[src/rtl/hex_7seg_mux_driver.sv]
// ---------------------------------------------------------------------------
// hex_7seg_mux_driver
//
// Time-multiplexed driver for N_DIGITS hexadecimal 7-segment digits that
// share a single segment bus. A value written by the datapath first lands in
// a shadow register and is copied into the display register only at the end
// of a full scan frame. A frame therefore never shows a mix of old and new
// digits.
//
// Each digit owns a slot of REFRESH_DIV clock cycles. The first GUARD_CYCLES
// cycles of every slot are blanked: all digit enables are off and seg/dp are
// inactive. This gives the previous digit's driver time to turn off before
// the next digit is lit, which prevents ghosting. Leading-zero suppression
// can be enabled at run time.
//
// Parameters
//   N_DIGITS        number of digits (1..8)
//   REFRESH_DIV     clock cycles per digit slot (>= 2)
//   GUARD_CYCLES    blanked cycles at the start of each slot (< REFRESH_DIV)
//   SEG_ACTIVE_HIGH 0 = seg/dp active-low (common anode), 1 = active-high
//   DIG_ACTIVE_HIGH 0 = digit enables active-low, 1 = active-high
//
// Ports
//   i_clk      system clock
//   i_rst      synchronous reset, active-high
//   i_load     one-cycle strobe, captures i_value/i_dp into the shadow register
//   i_value    nibble k drives digit k (digit 0 = i_value[3:0] = LSD)
//   i_dp       decimal point request per digit
//   i_lz_en    leading-zero suppression enable, sampled live
//   o_seg      {a,b,c,d,e,f,g}, physical polarity
//   o_dp       decimal point, physical polarity
//   o_dig      digit enables, physical polarity
//   o_pending  high while the shadow register holds an uncommitted value
// ---------------------------------------------------------------------------
module hex_7seg_mux_driver #(
  parameter int N_DIGITS        = 4,
  parameter int REFRESH_DIV     = 50000,
  parameter int GUARD_CYCLES    = 2,
  parameter bit SEG_ACTIVE_HIGH = 1'b0,
  parameter bit DIG_ACTIVE_HIGH = 1'b0
) (
  input  logic                  i_clk,
  input  logic                  i_rst,
  input  logic                  i_load,
  input  logic [4*N_DIGITS-1:0] i_value,
  input  logic [N_DIGITS-1:0]   i_dp,
  input  logic                  i_lz_en,
  output logic [6:0]            o_seg,
  output logic                  o_dp,
  output logic [N_DIGITS-1:0]   o_dig,
  output logic                  o_pending
);

  // -------------------------------------------------------------------------
  // Widths and constants
  // -------------------------------------------------------------------------
  localparam int PW = (REFRESH_DIV > 1) ? $clog2(REFRESH_DIV) : 1;
  localparam int IW = (N_DIGITS > 1) ? $clog2(N_DIGITS) : 1;

  localparam logic [PW-1:0] PRESC_LAST = PW'(REFRESH_DIV - 1);
  localparam logic [IW-1:0] IDX_LAST   = IW'(N_DIGITS - 1);
  localparam logic [PW-1:0] GUARD_END  = PW'(GUARD_CYCLES);

  // Physical "off" levels for each output group.
  localparam logic [6:0]          SEG_OFF = SEG_ACTIVE_HIGH ? 7'h00 : 7'h7F;
  localparam logic                DP_OFF  = SEG_ACTIVE_HIGH ? 1'b0 : 1'b1;
  localparam logic [N_DIGITS-1:0] DIG_OFF = DIG_ACTIVE_HIGH ? '0 : '1;

  // -------------------------------------------------------------------------
  // Glyph table, active-high {a,b,c,d,e,f,g}
  // -------------------------------------------------------------------------
  function automatic logic [6:0] hex_glyph(input logic [3:0] nib);
    logic [6:0] g;
    case (nib)
      4'h0:    g = 7'h7E;
      4'h1:    g = 7'h30;
      4'h2:    g = 7'h6D;
      4'h3:    g = 7'h79;
      4'h4:    g = 7'h33;
      4'h5:    g = 7'h5B;
      4'h6:    g = 7'h5F;
      4'h7:    g = 7'h70;
      4'h8:    g = 7'h7F;
      4'h9:    g = 7'h7B;
      4'hA:    g = 7'h77;
      4'hB:    g = 7'h1F;
      4'hC:    g = 7'h4E;
      4'hD:    g = 7'h3D;
      4'hE:    g = 7'h4F;
      default: g = 7'h47;
    endcase
    return g;
  endfunction

  // -------------------------------------------------------------------------
  // Scan timing: prescaler inside a slot, index selects the slot's digit
  // -------------------------------------------------------------------------
  logic [PW-1:0] r_presc;
  logic [IW-1:0] r_index;
  logic          w_tc;
  logic          w_last_digit;
  logic          w_commit;

  assign w_tc         = (r_presc == PRESC_LAST);
  assign w_last_digit = (r_index == IDX_LAST);
  // The last slot of the frame ends here. The next cycle starts digit 0 of a
  // new frame, so this is the only point where the display may change.
  assign w_commit     = w_tc && w_last_digit;

  always_ff @(posedge i_clk) begin
    if (i_rst) begin
      r_presc <= '0;
      r_index <= '0;
    end else if (w_tc) begin
      r_presc <= '0;
      r_index <= w_last_digit ? '0 : (r_index + IW'(1));
    end else begin
      r_presc <= r_presc + PW'(1);
    end
  end

  // -------------------------------------------------------------------------
  // Shadow / display registers and the pending flag
  // -------------------------------------------------------------------------
  logic [4*N_DIGITS-1:0] r_shadow_val;
  logic [N_DIGITS-1:0]   r_shadow_dp;
  logic [4*N_DIGITS-1:0] r_disp_val;
  logic [N_DIGITS-1:0]   r_disp_dp;
  logic                  r_pending;

  always_ff @(posedge i_clk) begin
    if (i_rst) begin
      r_shadow_val <= '0;
      r_shadow_dp  <= '0;
      r_disp_val   <= '0;
      r_disp_dp    <= '0;
      r_pending    <= 1'b0;
    end else begin
      if (i_load) begin
        r_shadow_val <= i_value;
        r_shadow_dp  <= i_dp;
      end
      if (w_commit) begin
        // A load that coincides with the commit bypasses the shadow, so
        // nothing is left waiting and pending stays low.
        r_disp_val <= i_load ? i_value : r_shadow_val;
        r_disp_dp  <= i_load ? i_dp    : r_shadow_dp;
        r_pending  <= 1'b0;
      end else if (i_load) begin
        r_pending  <= 1'b1;
      end
    end
  end

  // -------------------------------------------------------------------------
  // Per-digit decode of the display register
  // -------------------------------------------------------------------------
  logic [3:0]          w_nib [N_DIGITS];
  logic [N_DIGITS-1:0] w_zero_from;  // digit k and every higher digit are 0
  logic [N_DIGITS-1:0] w_blank;      // digit k is a suppressed leading zero

  for (genvar gi = 0; gi < N_DIGITS; gi++) begin : g_digit
    assign w_nib[gi] = r_disp_val[4*gi +: 4];

    if (gi == N_DIGITS - 1) begin : g_top
      assign w_zero_from[gi] = (w_nib[gi] == 4'h0);
    end else begin : g_lower
      assign w_zero_from[gi] = (w_nib[gi] == 4'h0) && w_zero_from[gi+1];
    end

    // The least significant digit always shows, so a value of zero reads "0"
    // rather than an empty display.
    if (gi == 0) begin : g_lsd
      assign w_blank[gi] = 1'b0;
    end else begin : g_upper
      assign w_blank[gi] = i_lz_en && w_zero_from[gi];
    end
  end

  // -------------------------------------------------------------------------
  // Select the digit addressed by the current slot
  // -------------------------------------------------------------------------
  logic [3:0]          w_cur_nib;
  logic                w_cur_dp;
  logic                w_cur_blank;
  logic [N_DIGITS-1:0] w_dig_onehot;

  always_comb begin
    w_cur_nib    = w_nib[0];
    w_cur_dp     = r_disp_dp[0];
    w_cur_blank  = 1'b0;
    w_dig_onehot = '0;
    for (int k = 0; k < N_DIGITS; k++) begin
      if (r_index == IW'(k)) begin
        w_cur_nib       = w_nib[k];
        w_cur_dp        = r_disp_dp[k];
        w_cur_blank     = w_blank[k];
        w_dig_onehot[k] = 1'b1;
      end
    end
  end

  // -------------------------------------------------------------------------
  // Output stage: next-state in logical polarity, then mapped to the pins
  // -------------------------------------------------------------------------
  logic                w_guard;
  logic [6:0]          w_seg_logic;
  logic [6:0]          w_seg_next;
  logic                w_dp_next;
  logic [N_DIGITS-1:0] w_dig_next;

  assign w_guard = (r_presc < GUARD_END);

  always_comb begin
    // A blanked leading zero keeps its digit enable on, so the dp can still
    // show.
    w_seg_logic = w_cur_blank ? 7'h00 : hex_glyph(w_cur_nib);
    w_seg_next  = SEG_OFF;
    w_dp_next   = DP_OFF;
    w_dig_next  = DIG_OFF;
    if (!w_guard) begin
      w_seg_next = SEG_ACTIVE_HIGH ? w_seg_logic  : ~w_seg_logic;
      w_dp_next  = SEG_ACTIVE_HIGH ? w_cur_dp     : ~w_cur_dp;
      w_dig_next = DIG_ACTIVE_HIGH ? w_dig_onehot : ~w_dig_onehot;
    end
  end

  logic [6:0]          r_seg;
  logic                r_dp;
  logic [N_DIGITS-1:0] r_dig;

  always_ff @(posedge i_clk) begin
    if (i_rst) begin
      r_seg <= SEG_OFF;
      r_dp  <= DP_OFF;
      r_dig <= DIG_OFF;
    end else begin
      r_seg <= w_seg_next;
      r_dp  <= w_dp_next;
      r_dig <= w_dig_next;
    end
  end

  assign o_seg     = r_seg;
  assign o_dp      = r_dp;
  assign o_dig     = r_dig;
  assign o_pending = r_pending;

endmodule

[config.mk]
export PLATFORM = sky130hd
export DESIGN_NAME = hex_7seg_mux_driver
export DESIGN_NICKNAME = d
export VERILOG_FILES = /design/src/rtl/hex_7seg_mux_driver.sv
export SDC_FILE = /design/constraint.sdc
export NUM_CORES = 1
export LEC_CHECK = 0
export ABC_AREA = 1
export CAP_MARGIN = 10
export CORE_ASPECT_RATIO = 0.9
export CORE_MARGIN = 2
export CORE_UTILIZATION = 40
export DETAILED_ROUTE_END_ITERATION = 7
export GPL_TIMING_DRIVEN = 0
export PLACE_DENSITY = 0.7
export SETUP_SLACK_MARGIN = 0.4
export SKIP_CTS_REPAIR_TIMING = 1
export SYNTH_ARGS = -nofsm -noshare
export SYNTH_HDL_FRONTEND = slang
export SYNTH_SLANG_ARGS = --single-unit
[constraint.sdc]
create_clock -name i_clk -period 3.2 [get_ports i_clk]
set_clock_uncertainty 0.2 [all_clocks]
set_input_delay 0.32 -clock i_clk [delete_from_list [all_inputs] [get_ports i_clk]]
set_output_delay 0.32 -clock i_clk [all_outputs]
set_load 0.02 [all_outputs]
==> tab_implementation.tex <==
\begin{tabular}{lr}
\hline
Metric & Value \\
\hline
\multicolumn{2}{l}{\textbf{Status}} \\
\quad Run status & finished, final reports clean \\
\multicolumn{2}{l}{\textbf{Timing}} \\
\quad Worst slew pin tran & 0.487 ns \\
\quad Minimum setup slack in the final design & 0.733 ns \\
\quad Setup repair after global routing missed its margin & no \\
\quad Worst slew margin & 0.675 \\
\quad Hold Violations, Final & 0 \\
\quad Highest Clock Rate & 405 MHz \\
\quad Max Slew Vio Count & 0 \\
\quad Total setup violations reported at the end of the flow & 0 \\
\quad Post-route clock period utilization & 0.771 \\
\quad Post-route minimum period & 2.47 ns \\
\quad Final sum of negative setup slack & 0 ns \\
\multicolumn{2}{l}{\textbf{Final layout}} \\
\quad Synth-to-layout area growth & 21.8\% \\
\quad Count of inserted antenna diode cells & 0 \\
\quad Fraction of final layout cells sized beyond drive strength 1 & 0.0664 \\
\quad Net count, final & 602 \\
\multicolumn{2}{l}{\textbf{Drt}} \\
\quad DRC errors left & 0 \\
\quad Remaining antenna violation count after routing & 0 \\
\quad Post-DR vias/cell & 4.55 \\
\quad Number of DRC violations after detailed-routing iteration 0 & 138 \\
\quad Number of detailed-routing iterations run before antenna repair & 4 \\
\quad Routed wire length & 7060 um \\
\quad Via count of the routed design & 3055 \\
\quad Average detailed-routed wire length per instance & 10.5 um \\
\multicolumn{2}{l}{\textbf{Setup path}} \\
\quad Cell seen most often among critical-path stages & sky130\_fd\_sc\_hd\_\_nand3\_1 \\
\quad Type of element launching the critical path & flip-flop \\
\quad Setup crit end kind & flip-flop \\
\quad CP Data Arrival Time & 2.48 ns \\
\quad Delay contributed by the slowest stage of the critical path & 0.37 ns \\
\quad Critical path's top delay family & buffers and inverters \\
\quad Bufs and invs on worst path & 4 \\
\quad Maximum fanout encountered on the critical timing path & 8 \\
\quad Slowest cell on crit path & sky130\_fd\_sc\_hd\_\_dfxtp\_1 \\
\quad Start-to-end type of the worst setup path & reg -> reg \\
\quad Data required time at the worst endpoint & 3.21 ns \\
\quad Critical path, cell by cell & inv\_1 -> ha\_1 -> buf\_2 -> inv\_2 -> nand3\_1 -> a21boi\_2 -> inv\_1 -> ha\_1 -> nand3b\_1 -> nand3\_1 -> nand3\_1 \\
\multicolumn{2}{l}{\textbf{Global routing}} \\
\quad First-pass GRT wire length & 12400 um \\
\quad Via count of the first global-routing pass & 2866 \\
\quad Global routing usage summed across all routing layers & 0.166 \\
\quad Sum of overflow across all layers after global routing & 0 \\
\quad Pin count of the biggest net entering global routing & 13 \\
\quad Initial antenna violation count & 0 \\
\multicolumn{2}{l}{\textbf{Power and ir drop}} \\
\quad Fraction of power consumed by combinational cells & 0.073 \\
\quad Maximum vdd ir drop & 0.249 mV \\
\quad Proportion of total power due to net switching & 0.216 \\
\quad Leakage dissipation & 2.21 nW \\
\quad Internal Power & 0.00154 W \\
\quad Clock group share of total power & 0.460 \\
\quad PwrDens & 472 nW/um\^{}2 \\
\quad Relative contribution of sequential cells to total power & 0.468 \\
\quad Switching Power & 0.000424 W \\
\multicolumn{2}{l}{\textbf{Yosys}} \\
\quad Most repeated cell in the gate-level netlist after synthesis & sky130\_fd\_sc\_hd\_\_nand2\_1 \\
\quad Yosys warns & 0 \\
\quad Post-synth ARST share & 0 \\
\quad Distinct cell type count of the synthesized netlist & 31 \\
\quad Synthesized area per cell & 6.56 um\^{}2 \\
\quad Number of enable flip-flop cells after synthesis & 0 \\
\quad Post-synthesis instance area & 3410 um\^{}2 \\
\quad Total nets after synthesis & 555 \\
\quad Cells after Synth & 520 \\
\quad Largest area contributor in the netlist & sky130\_fd\_sc\_hd\_\_dfxtp\_1 \\
\quad Largest cells by area after synthesis & sky130\_fd\_sc\_hd\_\_dfxtp\_1 (42\%), sky130\_fd\_sc\_hd\_\_nand2\_1 (24\%), sky130\_fd\_sc\_hd\_\_inv\_1 (9.2\%) \\
\quad Yosys reg bits & 71 \\
\quad Dominant register cell in the synthesized netlist & sky130\_fd\_sc\_hd\_\_dfxtp\_1 \\
\quad Share of the yosys chip area belonging to registers & 0.417 \\
\quad Commonest cells in the netlist & sky130\_fd\_sc\_hd\_\_nand2\_1 (221), sky130\_fd\_sc\_hd\_\_inv\_1 (84), sky130\_fd\_sc\_hd\_\_dfxtp\_1 (71) \\
\quad Proportion of netlist area held by the largest area contributor & 0.417 \\
\multicolumn{2}{l}{\textbf{CTS}} \\
\quad Clock sink count & 71 \\
\quad Reg clk slew, reported paths & 0.08 ns \\
\quad Root Buffer & sky130\_fd\_sc\_hd\_\_clkbuf\_8 \\
\quad CTS Buf Count & 9 \\
\quad Clock network latency to the later pin of the worst-skew pair & 0.35 ns \\
\quad Deepest level of the CTS H-tree & 3 \\
\quad CTS Buffer Depth & 2 \\
\quad CTS tree & done \\
\multicolumn{2}{l}{\textbf{Placed design}} \\
\quad Detailed placement HPWL & 5230 um \\
\quad Port Buffers & 36 \\
\quad Placer congestion estimate & 0.884 \\
\quad Worst slack, placed & 0.653 ns \\
\multicolumn{2}{l}{\textbf{Floorplan}} \\
\quad Die height & 91.6 um \\
\quad Number of I/O pins & 37 \\
\quad Number of rows in the core area & 31 \\
\quad Initial standard-cell utilization of the core & 0.419 \\
\quad Core Region & 8150 um\^{}2 \\
\quad Full die area & 9280 um\^{}2 \\
\quad Horizontal die dimension & 101 um \\
\multicolumn{2}{l}{\textbf{Job}} \\
\quad Number of max-capacitance violations reported & 0 \\
\multicolumn{2}{l}{\textbf{Min path}} \\
\quad Kind of path behind the tightest hold check & reg -> reg \\
\hline
\end{tabular}
metal layers:
layer	wire length (um)	vias up	global-route usage
met5	0	-	0
met4	84	0	0.0541
met3	318	7	0.0416
met2	2960	58	0.257
met1	3700	1333	0.224
li1	-	1657	-
metrics by stage:
stage               hold slack [ns]  cells  cell area, um^2  utilization  total power, W
global route                  0.294    671             4150        0.510         0.00203
CTS                           0.267    671             4150        0.510         0.00198
finish                        0.266    671             4150        0.510         0.00196
global placement              0.227    655             3890        0.478         0.00108
detailed placement            0.251    655             3890        0.478         0.00108
floorplan                     0.189    520             3410            -         0.00102
power groups by stage:
| stage | Combinational [W] | Clock (W) | Sequential, W |
|---|---|---|---|
| 2_1_floorplan | 0.0000682 | 0 | 0.000948 |
| 3_3_place_gp | 0.000142 | 0 | 0.000938 |
| 3_5_place_dp | 0.000144 | 0 | 0.000938 |
| 4_1_cts | 0.000144 | 0.000913 | 0.000918 |
| 5_1_grt | 0.000161 | 0.000952 | 0.000920 |
| 6_report | 0.000142 | 0.000902 | 0.000917 |
cells by family after synthesis:
family	synth area share
flip-flops	0.417
AO/OA/AOI/OAI	0.0407
AND/OR/NAND/NOR	0.368
adder cells (fa/ha/maj)	0.0404
buffers and inverters	0.122
XOR/XNOR	0.0128
layout by cell type, fill, tap and decap left out, types with 3 or more instances in the layout:
cell type / synthesis / layout
sky130_fd_sc_hd__a21oi_1: 16 / 16
sky130_fd_sc_hd__buf_2: 4 / 4
sky130_fd_sc_hd__buf_6: 3 / 3
sky130_fd_sc_hd__bufinv_16: 0 / 3
sky130_fd_sc_hd__clkbuf_1: 4 / 4
sky130_fd_sc_hd__clkbuf_8: 0 / 11
sky130_fd_sc_hd__clkdlybuf4s50_1: 0 / 36
sky130_fd_sc_hd__dfxtp_1: 71 / 71
sky130_fd_sc_hd__ha_1: 11 / 11
sky130_fd_sc_hd__inv_1: 84 / 84
sky130_fd_sc_hd__inv_2: 3 / 3
sky130_fd_sc_hd__nand2_1: 221 / 221
sky130_fd_sc_hd__nand2_2: 4 / 4
sky130_fd_sc_hd__nand3_1: 29 / 29
sky130_fd_sc_hd__nand4_1: 6 / 6
sky130_fd_sc_hd__nor2_1: 34 / 34
sky130_fd_sc_hd__nor3_1: 4 / 4
sky130_fd_sc_hd__o21ai_0: 4 / 4
sky130_fd_sc_hd__xor2_1: 3 / 3
final cells by class:
class / count / area [um^2]
buffer: 14 / 83.8
fill: 827 / 3990
clock inverter: 5 / 104
sequential: 71 / 1420
tap: 99 / 124
clock buffer: 11 / 151
timing repair buffer: 36 / 360
inverter: 88 / 332
multi-input combinational: 347 / 1580
registers in the layout (all words and copies together), names as in the netlist:
name,cells
r_disp_val,16
r_presc,16
r_shadow_val,16
o_seg,7
o_dig,4
r_disp_dp,4
r_shadow_dp,4
r_index,2
o_dp,1
o_pending,1
worst paths after layout:
check,to,cells past startpoint,slack [ns],from
setup / recovery,o_seg[3]$_SDFF_PP1_,11,0.73,r_index[0]$_SDFFE_PP0N_
hold / removal,r_presc[0]$_SDFF_PP0_,1,0.27,r_presc[0]$_SDFF_PP0_
setup reg to reg,o_seg[3]$_SDFF_PP1_,11,0.73,r_index[0]$_SDFFE_PP0N_
hold reg to reg,r_presc[0]$_SDFF_PP0_,1,0.27,r_presc[0]$_SDFF_PP0_
(Power assumes the default switching activity.)
==> variant (same settings) <==
Register the input `i_value` before use, without a reset. The logic sees it one clock later. The other inputs are not delayed to match. Comments in the files are not updated.
--- a/src/rtl/hex_7seg_mux_driver.sv
+++ b/src/rtl/hex_7seg_mux_driver.sv
@@ -66,6 +66,12 @@
   localparam logic                DP_OFF  = SEG_ACTIVE_HIGH ? 1'b0 : 1'b1;
   localparam logic [N_DIGITS-1:0] DIG_OFF = DIG_ACTIVE_HIGH ? '0 : '1;
 
+  logic [4*N_DIGITS-1:0] i_value_q;
+
+  always_ff @(posedge i_clk) begin
+    i_value_q <= i_value;
+  end
+
   // -------------------------------------------------------------------------
   // Glyph table, active-high {a,b,c,d,e,f,g}
   // -------------------------------------------------------------------------
@@ -137,13 +143,13 @@
       r_pending    <= 1'b0;
     end else begin
       if (i_load) begin
-        r_shadow_val <= i_value;
+        r_shadow_val <= i_value_q;
         r_shadow_dp  <= i_dp;
       end
       if (w_commit) begin
         // A load that coincides with the commit bypasses the shadow, so
         // nothing is left waiting and pending stays low.
-        r_disp_val <= i_load ? i_value : r_shadow_val;
+        r_disp_val <= i_load ? i_value_q : r_shadow_val;
         r_disp_dp  <= i_load ? i_dp    : r_shadow_dp;
         r_pending  <= 1'b0;
       end else if (i_load) begin
Behaviour: same outputs for any inputs over 10 cycles, from zero or initial values and one cycle with i_rst high; that may be too few to reach the edited logic, so the function may still have changed.
==> variant against the unedited design <==
Routed wire length up 0.69%. Final area increased by 4.9%. Global-route usage down 1.3 points. Utilization down 2.6 points. Total power grew 3.1%. Clock power is 17% lower. Synthesized cell count fell by 9.0%. Worst setup slack lost 0.083 ns. Area after synthesis increased by 7.3%. Sequential cell count up 16. Non-clock buffer count unchanged. Critical path type unchanged.
==> variant: results (changes against the unedited design) <==
Layout
  • Share of layout cells above drive strength 1: 9.733% (was 6.643%)
  • Fill cell count: 900 (was 827)
  • Antenna diodes: 0 (unchanged)

Drt
  • First DRT Iteration DRCs: 143 (was 138)
  • DR vias: 2,979 (was 3,055)
  • WL/cell: 11.01 um (was 10.52 um)
  • Final wirelength: 7111 um (was 7062 um)

Clocking
  • Clk slew on worst S/H paths: 0.10 ns (was 0.08 ns)
  • CTS buffer count: 9 (unchanged)
  • Clock buffer depth: 2 (unchanged)

Place
  • DP Area: 4161 um^2 (was 3895 um^2)
  • Routability cong.: 0.9165 (was 0.8837)
  • Placed insts: 630 (was 655)
  • Detailed placement HPWL: 5256 um (was 5227 um)
  • PortBufs: 35 (was 36)
  • Dpl ws: 0.7100 ns (was 0.6532 ns)

Setup path
  • Largest stage delay on the critical path: 0.41 ns (was 0.37 ns)
  • Worst Path Arrival: 2.59 ns (was 2.48 ns)
  • CP max FO: 9 (was 8)

Synthesis
  • Syn_nets: 508 (was 555)
  • Gate Count Post-Synth: 473 (was 520)
  • Compound-Gate Fraction of Synth Area: 6.977% (was 4.072%)
  • Post-synthesis mux area share: 5.472% (was 0%)
  • Cell variety after synth: 30 (was 31)
  • Post-synth top cells: nand2_1, dfxtp_1, inv_1, nor2_1, nand3_1 (was nand2_1, inv_1, dfxtp_1, nor2_1, nand3_1)
  • Register area share after synthesis: 47.61% (was 41.67%)
  • Area share of fa/ha/maj cells after synthesis: 3.762% (was 4.035%)

Hold path
  • Hold Crit Class: primary input to flop (was flop to flop)

Pwr
  • Worst VDD drop: 254.4 uV (was 249.4 uV)
  • Leak: 2.072 nW (was 2.205 nW)

GRT
  • GR Util All Layers: 15.23% (was 16.57%)
  • Vias in the first global route: 2,782 (was 2,866)
  • Largest net degree at the start of global routing: 19 (was 13)

STA
  • Slew headroom: 65.90% (was 67.52%)

Status
  • Outcome: finished, final reports clean (unchanged)
[variant: final timing paths]
path              start           end  slack (ns)  cells past startpoint
max reg2reg  r_index[0]      o_seg[5]        0.65                     13
max          r_index[0]      o_seg[5]        0.65                     13
min          i_value[5]  i_value_q[5]        0.20                      1
min reg2reg  r_presc[0]    r_presc[0]        0.26                      1
[variant: power breakdown]
group          total, mW  switching, mW  internal, mW
registers           1.13         0.0114          1.12
clock network      0.746          0.438         0.308
logic              0.145         0.0742        0.0711
total               2.02          0.524          1.50
[variant: per-layer routing]
layer	vias to the layer above	GRT usage [%]	part of all wire (%)
li1	1577	-	-
met3	6	4.555	4.7
met4	0	5.111	1.1
met2	63	23.43	43
met1	1333	20.51	52
met5	-	0	0
[variant: layout make-up]
type                            count  area (um^2)  area share (%)
Buffer                             15        88.84           2.038
Clock buffer                        9        123.9           2.842
Tap cell                          122        152.6           3.502
Clock inverter                      7        73.82           1.693
Inverter                           71        266.5           6.114
Sequential cell                    87         1742           39.95
Timing Repair Buffer               35        350.3           8.037
Multi-Input combinational cell    300         1562           35.82
[variant: cells by family after synthesis]
group	Yosys count
AOI/OAI and AO/OA	47
muxes	20
xor gates and xnor gates	3
DFF	87
and+or+nand+nor	219
adders and majority gates	11
buffers and inverters	86
[variant: through the flow]
step	hold WS [ns]	utilization, %
after floorplan	0.1477	-
after global placement	0.2315	46.23
after detailed placement	0.2407	46.23
after CTS	0.1753	48.43
after global routing	0.1594	48.43
final	0.1965	48.43
